==> config.mk <==
export PLATFORM = sky130hd
export DESIGN_NAME = rf_wb_arbiter
export DESIGN_NICKNAME = d
export VERILOG_FILES = /design/src/rtl/mips_rf_pkg.sv /design/src/rtl/rf_scoreboard.sv /design/src/rtl/rf_wb_arbiter.sv
export SDC_FILE = /design/constraint.sdc
export NUM_CORES = 1
export LEC_CHECK = 0
export ABC_AREA = 1
export BUFFER_PORTS_ARGS = -buffer_cell sky130_fd_sc_hd__buf_2
export CAP_MARGIN = 20
export CORE_UTILIZATION = 30
export DETAILED_ROUTE_END_ITERATION = 10
export GPL_TIMING_DRIVEN = 0
export SYNTH_ARGS = -nofsm -noshare
export SYNTH_HDL_FRONTEND = slang
export SYNTH_SLANG_ARGS = --single-unit
==> constraint.sdc <==
create_clock -name i_clk -period 2.7 [get_ports i_clk]
set_input_delay 0.27 -clock i_clk [delete_from_list [all_inputs] [get_ports i_clk]]
set_output_delay 0.27 -clock i_clk [all_outputs]
set_load 0.03 [all_outputs]
==> src/rtl/mips_rf_pkg.sv <==
// Shared register-file types and constants for the write-back arbiter slice.
package mips_rf_pkg;
    localparam int REG_AW   = 5;
    localparam int DATA_W   = 32;
    localparam int NUM_REGS = 32;
    localparam logic [REG_AW-1:0] REG_ZERO = 5'd0;

    typedef logic [REG_AW-1:0] regAddr_t;
    typedef logic [DATA_W-1:0] regData_t;

    function automatic logic isZeroReg(input regAddr_t addr);
        return addr == REG_ZERO;
    endfunction
endpackage

==> src/rtl/rf_scoreboard.sv <==
// Tracks registers reserved by the long-latency unit and flags decode hazards.
module rf_scoreboard
    import mips_rf_pkg::*;
(
    input  logic     clk,
    input  logic     rst_n,
    input  logic     setEn,
    input  regAddr_t setAddr,
    input  logic     clrEn,
    input  regAddr_t clrAddr,
    input  regAddr_t decRs,
    input  regAddr_t decRt,
    input  regAddr_t decRd,
    input  logic     decWr,
    output logic     haz,
    output logic     sbErr
);
    logic [NUM_REGS-1:0] busy;
    logic [NUM_REGS-1:0] setMask;
    logic [NUM_REGS-1:0] clrMask;
    logic                setValid;

    assign setValid = setEn && !isZeroReg(setAddr);

    always_comb begin
        setMask = '0;
        clrMask = '0;
        if (setValid) setMask[setAddr] = 1'b1;
        if (clrEn)    clrMask[clrAddr] = 1'b1;
    end

    // Set is applied after clear so a same-cycle re-issue keeps the register reserved.
    always_ff @(posedge clk or negedge rst_n) begin
        if (!rst_n) begin
            busy  <= '0;
            sbErr <= 1'b0;
        end else begin
            busy <= ((busy & ~clrMask) | setMask) & ~NUM_REGS'(1);
            if (setValid && busy[setAddr]) sbErr <= 1'b1;
        end
    end

    assign haz = busy[decRs] | busy[decRt] | (decWr & busy[decRd]);
endmodule

==> src/rtl/rf_wb_arbiter.sv <==
// Register-file write-port owner: WB-over-LU arbitration, registered write,
// LU starvation detection and decode stall generation.
module rf_wb_arbiter
    import mips_rf_pkg::*;
#(
    parameter int STARVE_LIMIT = 8,
    parameter int CNT_W        = 4
) (
    input  logic              i_clk,
    input  logic              i_rst_n,
    input  logic              wb_wr_en,
    input  logic [REG_AW-1:0] wb_wr_addr,
    input  logic [DATA_W-1:0] wb_wr_data,
    input  logic              lu_issue,
    input  logic [REG_AW-1:0] lu_issue_addr,
    input  logic              lu_wb_valid,
    input  logic [REG_AW-1:0] lu_wb_addr,
    input  logic [DATA_W-1:0] lu_wb_data,
    output logic              lu_wb_ready,
    input  logic [REG_AW-1:0] dec_rs,
    input  logic [REG_AW-1:0] dec_rt,
    input  logic [REG_AW-1:0] dec_rd,
    input  logic              dec_wr,
    output logic              pipe_stall,
    output logic              rf_wr_en,
    output logic [REG_AW-1:0] rf_wr_addr,
    output logic [DATA_W-1:0] rf_wr_data,
    output logic              sb_err
);
    localparam logic [CNT_W-1:0] LIMIT = CNT_W'(STARVE_LIMIT);

    logic             wbSel;
    logic             luXfer;
    logic             luWrite;
    logic             luBlocked;
    logic             haz;
    logic             starve;
    logic [CNT_W-1:0] starveCnt;
    logic             luCommit_p1;

    assign wbSel       = wb_wr_en && !isZeroReg(wb_wr_addr);
    assign lu_wb_ready = i_rst_n && !wbSel;
    assign luXfer      = lu_wb_valid && lu_wb_ready;
    assign luWrite     = luXfer && !isZeroReg(lu_wb_addr);
    assign luBlocked   = lu_wb_valid && !lu_wb_ready;
    assign pipe_stall  = i_rst_n && (haz || starve);

    // ---- stage p1: registered RegFile write, committed by RegFile at end of this cycle
    always_ff @(posedge i_clk or negedge i_rst_n) begin
        if (!i_rst_n) begin
            rf_wr_en    <= 1'b0;
            rf_wr_addr  <= '0;
            rf_wr_data  <= '0;
            luCommit_p1 <= 1'b0;
        end else begin
            rf_wr_en    <= wbSel || luWrite;
            luCommit_p1 <= !wbSel && luWrite;
            if (wbSel) begin
                rf_wr_addr <= wb_wr_addr;
                rf_wr_data <= wb_wr_data;
            end else if (luWrite) begin
                rf_wr_addr <= lu_wb_addr;
                rf_wr_data <= lu_wb_data;
            end
        end
    end

    always_ff @(posedge i_clk or negedge i_rst_n) begin
        if (!i_rst_n) begin
            starveCnt <= '0;
            starve    <= 1'b0;
        end else if (luXfer) begin
            starveCnt <= '0;
            starve    <= 1'b0;
        end else begin
            if (luBlocked && starveCnt != '1) starveCnt <= starveCnt + 1'b1;
            if (starveCnt == LIMIT) starve <= 1'b1;
        end
    end

    // Busy clears only once the LU write is on rf_* (the RegFile commit edge).
    rf_scoreboard uScoreboard (
        .clk     (i_clk),
        .rst_n   (i_rst_n),
        .setEn   (lu_issue),
        .setAddr (lu_issue_addr),
        .clrEn   (luCommit_p1),
        .clrAddr (rf_wr_addr),
        .decRs   (dec_rs),
        .decRt   (dec_rt),
        .decRd   (dec_rd),
        .decWr   (dec_wr),
        .haz     (haz),
        .sbErr   (sb_err)
    );
endmodule

* Yosys cells after proc, flatten, opt, wreduce, memory -nomap -nowiden
Cells that the tools add are included.
Word-level totals: flip-flop bits (word level) 76, bits of input ports 100, output and inout port bits 41, word-level logic and storage cells 71
Cells by class: $add $sub $neg 1, $lt $le $gt $ge 7, equality and inequality tests 2, mux-type cells 22, bitwise logic cells 6, reductions and logical operators 25
Operator list (count):
- 32-bit 2-to-1 mux | 4
- 32-bit AND | 1
- 32-bit inverter | 1
- 32-bit OR | 1
- 5-bit by 6-bit less-than comparator with 1-bit output, second input constant | 5
- 1-bit binary-select mux with 5-bit select | 4
- 5-bit logical NOT | 3
- 1-bit logical AND | 12
- 1-bit demux with 5-bit select | 2
- 5-bit by 1-bit >= comparator with 1-bit output, second input constant | 2
- 5-bit 2-to-1 mux | 2
- 1-bit 2-to-1 mux | 8
- 4-bit 2-to-1 mux | 2
- 2-bit nonzero test | 3
- 1-bit logical NOT | 5
- 4-bit by 1-bit adder with 4-bit output, second input constant | 1
- 4-bit == test, second input constant | 1
- 4-bit != test, second input constant | 1
- 1-bit logical OR | 2
- 1-bit OR | 2
- 1-bit AND | 1

* Depth between registers and ports, before layout
Gate-level depths: netlist of the first run.
depth in word-level cells 10, depth in mapped cells 12, depth with buffers taken out 11

* Hierarchy
A second synthesis of the first run with hierarchy kept.
Unflattened totals: cell total of the unflattened synthesis 760, area, all modules 4906.0 sq um
Modules (own cells, without submodules):
- rf_scoreboard | times used 1, cells each 430, area an instance 2592.5 sq um, seq. area each 800.8 sq um
- rf_wb_arbiter | times used 1, cells each 330, area an instance 2313.5 sq um, seq. area each 1101.1 sq um

* Worst setup path before layout of the first run
Ideal clock, no wire load.
path type input to output, from in dec_rd[0], to out pipe_stall, arrival time 1.544 ns, data required time 2.430 ns, setup slack 0.886 ns, stages 12, buffers on the path 2, cells stage by stage buf_2 -> inv_1 -> buf_2 -> nand2_1 -> nand3_1 -> nand3_1 -> nand3_1 -> nand3_1 -> nand3_1 -> nand2_1 -> nor2_1 -> nor2_1
On the way: cells in the longest elaborated chain, start to end 6
RTL lines:
- start, declared | line rf_wb_arbiter.sv:22 | input logic [REG_AW-1:0] dec_rd,
- 1-bit binary-select mux with 5-bit select | line rf_scoreboard.sv:43 | assign haz = busy[decRs] | busy[decRt] | (decWr & busy[decRd]);
- 1-bit 2-to-1 mux (not written as such) | line rf_scoreboard.sv:43
- 1-bit AND | line rf_scoreboard.sv:43
- 1-bit OR | line rf_scoreboard.sv:43
- 1-bit logical OR | line rf_wb_arbiter.sv:46 | assign pipe_stall = i_rst_n && (haz || starve);
- 1-bit logical AND | line rf_wb_arbiter.sv:46
- end, declared | line rf_wb_arbiter.sv:24 | output logic pipe_stall,
No other way between the ends. The select of a mux whose other input is x is not followed.

* Worst setup path in the final report of the first run
from reg uScoreboard.busy[22], to out pipe_stall
On the way: cells in the longest elaborated chain, start to end 6, elaborated cells between the ends (all ways) 11, those cells by class mux: 6; bitwise: 3; reduce/logical: 2
RTL lines:
- start, declared | line rf_scoreboard.sv:18 | logic [NUM_REGS-1:0] busy;
- start signal, assigned | line rf_scoreboard.sv:38 | busy <= ((busy & ~clrMask) | setMask) & ~NUM_REGS'(1);
- 1-bit binary-select mux with 5-bit select | line rf_scoreboard.sv:43
- 1-bit 2-to-1 mux (not written as such) | line rf_scoreboard.sv:43
- 1-bit OR or 1-bit AND (tied branches) | line rf_scoreboard.sv:43
- 1-bit OR (*) | line rf_scoreboard.sv:43
- 1-bit logical OR (*) | line rf_wb_arbiter.sv:46
- 1-bit logical AND (*) | line rf_wb_arbiter.sv:46
Mark *: on every way between the ends. The rest lies on a longest branch, timed or not. The select of a mux whose other input is x is not followed.

==> results.toml, run 1 <==
[floorplan]
core_mm2 = 0.0152
dieArea_mm2 = 0.0161
io_pins = 141
rows = 45
die_h_um = 127
fp.dieW_um = 127
start_util = 0.308

[global_routing]
grt_pass1_wl_um = 25600
overflow = 0
grt_start_max_net_pins = 57
antenna_found_initial = 0
grt_pass1_vias = 4940
track_usage = 0.205

[clock_tree]
cts-htree-levels = 3
clock_path_buffers = 2
cts_buffers = 9
cts.sinks = 76
cts_resized = 0
post_cts.repair.setup_buffers = 0
clk_pin_slew_worst_paths_ps = 60
clock_latency_ps = 340
root_buffer = "clkbuf_16"
cts_tree = "built"

[synthesis]
synth_area_leader_cell = "dfrtp_1"
synth_top_area_share = 0.407
synth_mux_area_frac = 0
ys_warn_count = 0
synth_nets = 765
synthXorXnorAreaFrac = 0
synthTopCellsByArea = "dfrtp_1, nand2_1, o21ai_0"
synth_fa_ha_area_frac = 0.00535
syn_avg_cell_area_um2 = 7.05
synth_top_family_by_area = "simple AND/OR/NAND/NOR gates"
yosys.cell_types.count = 27
ys_ff_latch = 76
seq_area_frac_synth = 0.407
synth_compound_area_frac = 0.193
synthCells = 663
synth-simple-area-share = 0.299
syn_area_mm2 = 0.00468

[drt]
drcViolationCount = 0
wirelength_um = 15900
drt_iter0_drc = 386
drt_first_pass_iters = 5
wire_per_inst_um = 15.9
antenna_left = 0
vias = 5137
viasPerCell = 5.12

[setup_path]
reg2reg_depth = 6
worstSetupEndpoint = "pipe_stall"
path_class = "register to output port"
startpoint_type = "register"
rr_endpoint = "uScoreboard.sbErr$_DFFE_PN0P_"
arrival_ps = 1870
worst_setup_path_end_kind = "output port"
r2r_slack_ps = 1200
critical_path.startpoint = "uScoreboard.busy[22]$_DFF_PN0_"
cp.required_ps = 2430
reg2reg_from = "uScoreboard.busy[31]$_DFF_PN0_"
cp_max_fo = 4

[layout]
finalNetCount = 912
drive_above_1_share = 0.221
synthToLayoutAreaGrowth_pct = 27.0
nFillCells = 1670
n_antenna_cell = 0

[placed_design]
portBuffers = 134
pre_cts_slack_ps = 612
routabilityCongestion = 0.927
place_hpwl_um = 12200

[job]
maxCapViolCount = 0

[pwr]
power_density_mw_per_mm2 = 661
irDropWorstVdd_mv = 0.285
leakage_nw = 2.89

[sta]
fin_worst_skew_ps = 5.40
min_period_over_period = 0.792
setup-tns-final_ps = 0
setup-violations-final = 0
tightest_slew_ps = 643
rsz0062_at_grt = "no"
hold_viol_final = 0
period_minus_slack_ps = 2140
max_freq_mhz = 467
slew_viol_final = 0
fin_ws_ps = 561
relSlewSlack = 0.570

[worst_hold_path]
hold_path.class = "input port to register"

[status]
outcome = "finished, final reports clean"
## worst min-delay path by stage
stage	slack [ps]	from	cells after the start	endpoint
after floorplan	-30	i_rst_n	0	luCommit_p1$_DFF_PN0_
after global placement	450	uScoreboard.sbErr$_DFFE_PN0P_	2	uScoreboard.sbErr$_DFFE_PN0P_
after detailed placement	200	i_rst_n	1	rf_wr_en$_DFF_PN0_
after CTS	170	lu_wb_data[26]	3	rf_wr_data[26]$_DFFE_PN0P_
after global routing	190	wb_wr_data[7]	3	rf_wr_data[7]$_DFFE_PN0P_
final	180	lu_wb_data[26]	3	rf_wr_data[26]$_DFFE_PN0P_
## per-layer routing
metal / routed length [um] / global-route usage
met1: 6940 / 0.263
met2: 7300 / 0.335
met3: 1340 / 0.0468
met4: 316 / 0.0798
met5: 0 / 0
## cells in the final DEF, fill, tap and decap left out
cell             n
inv_1           78
buf_4            2
dlygate4sd3_1    1
ha_1             2
clkinv_4         1
clkbuf_1        12
clkinv_2         1
nand2_4          2
nor4_1           1
o22ai_1          5
nor2_1          47
dfrtp_1         76
o211ai_1        18
nand2_2          1
nand4_1          3
bufinv_16        2
buf_16           1
buf_8            1
and3_4           1
a31oi_1         24
buf_6            3
clkinv_1         1
o21ai_0         85
a21oi_1          2
o221ai_1         1
clkbuf_16        9
o21bai_1         1
nand3_1         84
buf_2          144
nand2_1        183
nor3_1          10
a41oi_1          1
clkinvlp_4       2
a31oi_2         10
## state kept, by name, summed over array words and instances (netlist names)
register           flops
rf_wr_data            32
uScoreboard.busy      31
starveCnt              4
starve                 1
uScoreboard.sbErr      1
luCommit_p1            1
rf_wr_addr             5
rf_wr_en               1
## cell usage after synthesis
cell type / number
nor3_1: 10
o21bai_1: 1
o221ai_1: 1
clkbuf_1: 11
nand3_1: 84
ha_1: 2
a31oi_2: 10
o22ai_1: 5
dfrtp_1: 76
clkinv_1: 1
nor4_1: 1
nand2_4: 2
buf_6: 3
inv_1: 78
o21ai_0: 85
nand4_1: 3
a41oi_1: 1
a21oi_1: 2
nand2_2: 1
nand2_1: 183
nor2_1: 47
buf_8: 1
and3_4: 1
o211ai_1: 18
buf_4: 1
a31oi_1: 24
buf_2: 11
## metrics by stage
stage	area, um2	util	total power [mW]	cells	hold WS [ps]
CTS	5940	0.391	3.95	1003	171
floorplan	4680	-	2.20	663	-25.6
detailed placement	5610	0.369	2.65	986	202
finish	5940	0.391	3.92	1003	182
global placement	5580	0.367	2.63	985	451
global route	5940	0.391	4.17	1003	187
## cell families (layout without fill, tap and decap cells)
family | after synthesis | after routing
AO/OA/AOI/OAI | 147 | 147
adder cells (fa/ha/maj) | 2 | 2
buffers and inverters | 106 | 258
flip-flops | 76 | 76
AND/OR/NAND/NOR | 332 | 332
## area by class of cell
cell class	instances	area, um2	area share
Multi-Input combinational cell	481	2330	0.392
Sequential cell	76	1900	0.320
Timing Repair Buffer	136	711	0.120
Inverter	79	297	0.0499
Tap cell	188	235	0.0396
Clock buffer	10	229	0.0385
Buffer	27	153	0.0257
Clock inverter	6	88.8	0.0150
## power by group
part	leakage, nW	internal (mW)	switching [mW]
registers	0.815	1.34	0.182
logic	1.92	0.370	0.749
clock network	0.149	0.809	0.477
## critical path: stages (launching register included)
cell	delay, ps
dfrtp_1	370
inv_1	210
nand2_1	90
nand3_1	70
nand3_1	80
nand3_1	90
nand3_1	70
nand2_1	90
nand2_1	100
nor2_1	140
nor2_1	50
buf_2	170
## what timing repair did
action,CTS,global route
setup endpoints to repair,0,0
hold endpoints to repair,21,0
hold buffers,1,0
No activity file was read; power rests on OpenSTA's default activity.
==> run 2, diff against run 1 <==
clock period = 2 ns   (was 2.7 ns; I/O delays follow)
==> results.toml, run 2 (synthesis gave the netlist of run 1 again) <==
[layout]
largest-register = "rf_wr_data"
drive_above_1_share = 0.289
multi_input_area_mm2 = 0.00241
final_area_mm2 = 0.00613
n_antenna_cell = 0
layout_common_cells = "nand2_1, buf_2, o21ai_0, nand3_1, dfrtp_1"
largest_reg_flops = 32
nFillCells = 1656
finalNetCount = 921
reg_top3 = "rf_wr_data: 32 flops, uScoreboard.busy: 31 flops, rf_wr_addr: 5 flops"
final_common_cell = "nand2_1"
fin_util = 0.403
seq_area_mm2 = 0.00191
synthToLayoutAreaGrowth_pct = 31.1

[clock_tree]
clk_pin_slew_worst_paths_ps = 60
cts.sinks = 76
clock_path_buffers = 2
clock_latency_ps = 340
root_buffer = "clkbuf_16"
cts_tree = "built"
cts_buffers = 9
cts-htree-levels = 3

[pwr]
p_int_mw = 3.47
power_density_mw_per_mm2 = 886
p_switching_mw = 1.97
finalPower_mw = 5.43
irDropWorstVdd_mv = 0.383
pwr-share-clk = 0.322
comb_power_share = 0.297
swShare = 0.362
p_seq_frac = 0.381
leakage_nw = 2.92

[setup_path]
arrival_ps = 1710
cp.required_ps = 1800
critical_path.startpoint = "uScoreboard.busy[4]$_DFF_PN0_"
r2r_slack_ps = 510
worst_setup_path_end_kind = "output port"
reg2reg_depth = 7
cp_slowest_stage_delay_ps = 480
slowest_stage = "dfrtp_1"
rr_endpoint = "uScoreboard.sbErr$_DFFE_PN0P_"
path_class = "register to output port"
cp_max_fo = 5
startpoint_type = "register"
reg2reg_from = "uScoreboard.busy[16]$_DFF_PN0_"
cp_cell_sequence = "nand2_1, nand3_1, nand2_1, nand2_1, nand3_1, nand3_1, nand3_2, nand2_4, nor2_4, nor2_1, buf_4"

[job]
maxCapViolCount = 0

[sta]
hold_viol_final = 0
setup-tns-final_ps = 0
rsz0062_at_grt = "yes"
setup-violations-final = 0
min_period_over_period = 0.957
period_minus_slack_ps = 1910
relSlewSlack = 0.581
fin_ws_ps = 85.7
fin_worst_skew_ps = 6.01
slew_viol_final = 0
max_freq_mhz = 522
tightest_slew_ps = 627

[worst_hold_path]
hold_depth = 3
hp-start = "lu_wb_data[26]"
hold_path.class = "input port to register"
min_to = "rf_wr_data[26]$_DFFE_PN0P_"

[placed_design]
dpl-instance-area_mm2 = 0.00561
portBuffers = 134
place_hpwl_um = 12200
pre_cts_slack_ps = 52.2
routabilityCongestion = 0.927

[drt]
drcViolationCount = 0
drt_iter0_drc = 334
antenna_left = 0
drt_first_pass_iters = 4
wirelength_um = 16100
wire_per_inst_um = 15.9
vias = 5147
viasPerCell = 5.09

[global_routing]
grt_pass1_vias = 4987
grt_pass1_wl_um = 25700
overflow = 0
antenna_found_initial = 0
track_usage = 0.206
grt_start_max_net_pins = 57

[floorplan]
io_pins = 141
core_mm2 = 0.0152
dieArea_mm2 = 0.0161
fp.dieW_um = 127
rows = 45
die_h_um = 127
start_util = 0.308

[status]
outcome = "finished, final reports clean"
## run 2: changes by cell type in the layout (fill, tap and decap cells not counted), moves of 5 or more
cell | before | now
inv_1 | 78 | 56
inv_2 | 0 | 21
nand3_1 | 84 | 73
dfrtp_2 | 0 | 7
nand3_2 | 0 | 11
nand2_1 | 183 | 177
buf_4 | 2 | 10
nand2_2 | 1 | 6
dfrtp_1 | 76 | 69
## run 2: layout make-up
type                            count  share of cell area
Multi-Input combinational cell    481               0.393
Tap cell                          188              0.0384
Buffer                             27              0.0253
Inverter                           79              0.0488
Clock buffer                       10              0.0373
Clock inverter                      6              0.0145
Timing Repair Buffer              145               0.131
Sequential cell                    76               0.312
## run 2: timing repair
action                     4_1_cts  5_1_grt
setup buffers                    2        5
setup endpoints to repair        1        1
resized for setup               25       33
hold endpoints to repair        21        0
pin swaps                        1       15
hold buffers                     2        0
## run 2: worst max path at each step
stage          cells after the start  slack, ps                         end
6_report                          11         90                  pipe_stall
5_1_grt                            9        -40                  pipe_stall
4_1_cts                           11          5                  pipe_stall
3_5_place_dp                      11         50                  pipe_stall
3_3_place_gp                       7       -730  rf_wr_data[21]$_DFFE_PN0P_
2_1_floorplan                     12        330                  pipe_stall
## run 2: worst max-delay path, delay by kind of cell, from the launching register on
kind	cells	cell delay (ps)
simple gates	10	740
flops	1	480
buf+inv	1	160
## run 2: power groups by stage
stage	combinational (mW)	sequential, mW	clock [mW]
floorplan	0.785	2.19	0
global placement	1.49	2.07	0
detailed placement	1.51	2.06	0
CTS	1.54	2.06	1.78
global route	1.80	2.11	1.84
finish	1.61	2.07	1.75
## run 2: per-layer routing
metal / up-vias / share of wire / GRT usage
li1: 2529 / - / -
met1: 2347 / 0.43 / 0.262
met2: 247 / 0.46 / 0.339
met3: 24 / 0.089 / 0.0468
met4: 0 / 0.023 / 0.0798
met5: - / 0 / 0
## run 2: metrics by stage
stage,std cells,hold WS [ps]
2_1_floorplan,663,-95.6
3_3_place_gp,985,451
3_5_place_dp,986,132
4_1_cts,1006,101
5_1_grt,1012,117
6_report,1012,113
==> run 3, diff against run 2 <==
CORE_UTILIZATION = 52   (was 30)
PLACE_DENSITY = 0.81   (was not set)
==> results.toml, run 3 (synthesis gave the netlist of run 1 again) <==
[layout]
largest_reg_flops = 32
n_antenna_cell = 0
finalNetCount = 924
fin_util = 0.685
reg_top3 = "rf_wr_data: 32 flops, uScoreboard.busy: 31 flops, rf_wr_addr: 5 flops"
largest-register = "rf_wr_data"
final_common_cell = "nand2_1"
layout_common_cells = "nand2_1, buf_2, o21ai_0, dfrtp_1, nand3_1"
final_area_mm2 = 0.00597
synthToLayoutAreaGrowth_pct = 27.7
drive_above_1_share = 0.294

[drt]
vias = 5407
wirelength_um = 15400
drt_first_pass_iters = 6
drt_iter0_drc = 387
antenna_left = 0
drcViolationCount = 0
viasPerCell = 5.79
wire_per_inst_um = 16.4

[setup_path]
cp_cell_sequence = "buf_6, o211ai_1, nand3_1, nand3_1, nand2_1, nand2_1, nand3_2, nor2_2, nor2_1, buf_4"
worst_setup_path_end_kind = "output port"
cp.required_ps = 1800
cp_slowest_stage_delay_ps = 450
path_class = "register to output port"
arrival_ps = 1780
cp_max_fo = 3
startpoint_type = "register"
slowest_stage = "dfrtp_2"
crit_buf_inv = 2
crit_family = "simple AND/OR/NAND/NOR gates"

[pwr]
finalPower_mw = 4.97
irDropWorstVdd_mv = 0.470
leakage_nw = 2.90
power_density_mw_per_mm2 = 832

[sta]
rsz0062_at_grt = "yes"
slew_viol_final = 0
hold_viol_final = 0
setup-tns-final_ps = 0
min_period_over_period = 0.989
tightest_slew_ps = 607
setup-violations-final = 0
relSlewSlack = 0.594
period_minus_slack_ps = 1980
max_freq_mhz = 505
fin_worst_skew_ps = 14.6

[clock_tree]
cts_tree = "built"
root_buffer = "clkbuf_8"
cts-htree-levels = 3
cts_buffers = 9
clock_latency_ps = 360
cts.sinks = 76
clk_pin_slew_worst_paths_ps = 90
clock_path_buffers = 2

[floorplan]
start_util = 0.536
fp.dieW_um = 96.8
dieArea_mm2 = 0.00938
core_mm2 = 0.00872
rows = 34
die_h_um = 96.8
io_pins = 141

[placed_design]
routabilityCongestion = 1.05
place_hpwl_um = 11500
dpl-instance-area_mm2 = 0.00551
portBuffers = 134

[global_routing]
overflow = 0
grt_start_max_net_pins = 42
grt_pass1_vias = 5214
grt_pass1_wl_um = 25100
antenna_found_initial = 0
track_usage = 0.335

[job]
maxCapViolCount = 0

[status]
outcome = "finished, final reports clean"

[worst_hold_path]
hold_path.class = "input port to register"
## run 3: per-stage QoR
step	cells	setup slack, ps	hold WS (ps)
5_1_grt	934	-101	82.9
2_1_floorplan	663	326	-95.6
4_1_cts	931	3.19	77.0
6_report	934	21.6	85.5
3_5_place_dp	906	64.5	193
3_3_place_gp	905	-609	443
## run 3: final timing paths
kind                                                startpoint                              to  slack (ps)  depth (start not counted)
worst max-delay path            uScoreboard.busy[12]$_DFF_PN0_                      pipe_stall          20                         10
worst min-delay path                            lu_wb_data[20]      rf_wr_data[20]$_DFFE_PN0P_          90                          3
worst max register to register  uScoreboard.busy[30]$_DFF_PN0_   uScoreboard.sbErr$_DFFE_PN0P_         440                          7
worst min register to register   uScoreboard.sbErr$_DFFE_PN0P_   uScoreboard.sbErr$_DFFE_PN0P_         490                          2
max in group asynchronous                              i_rst_n  uScoreboard.busy[30]$_DFF_PN0_        1040                          3
min in group asynchronous                              i_rst_n      rf_wr_data[20]$_DFFE_PN0P_         350                          2
## run 3: repair_timing
action                                  CTS  global route
gates resized for setup                  26            31
pin swaps                                 6            20
buffers inserted                          9             3
hold endpoints to repair                 35             0
hold buffers                              1             0
endpoints found under the setup margin    1             1
## run 3: final cells by class
class                           count  area, um2
Clock buffer                       10        138
Clock inverter                      5       62.6
Sequential cell                    76       1910
Multi-Input combinational cell    481       2430
Inverter                           79        297
Tap cell                          108        135
Buffer                             27        153
Timing Repair Buffer              148        848
Fill cell                         765       2750
## run 3: tightest hold or removal path, cell delays in order
cell     delay [ps]
buf_2            90
nand2_1          50
a31oi_1          70
## run 3: routing by layer
metal	global-route usage	routed length, um	vias to the layer above
li1	-	-	2537
met1	0.419	6030	2530
met2	0.554	7300	287
met3	0.0621	1380	53
met4	0.172	657	0
met5	0	0	-
## run 3: where the power goes
part           switching [mW]  internal [mW]  total (mW)
Combinational            1.07          0.618        1.69
Clock                   0.602          0.608        1.21
Sequential              0.258           1.81        2.07
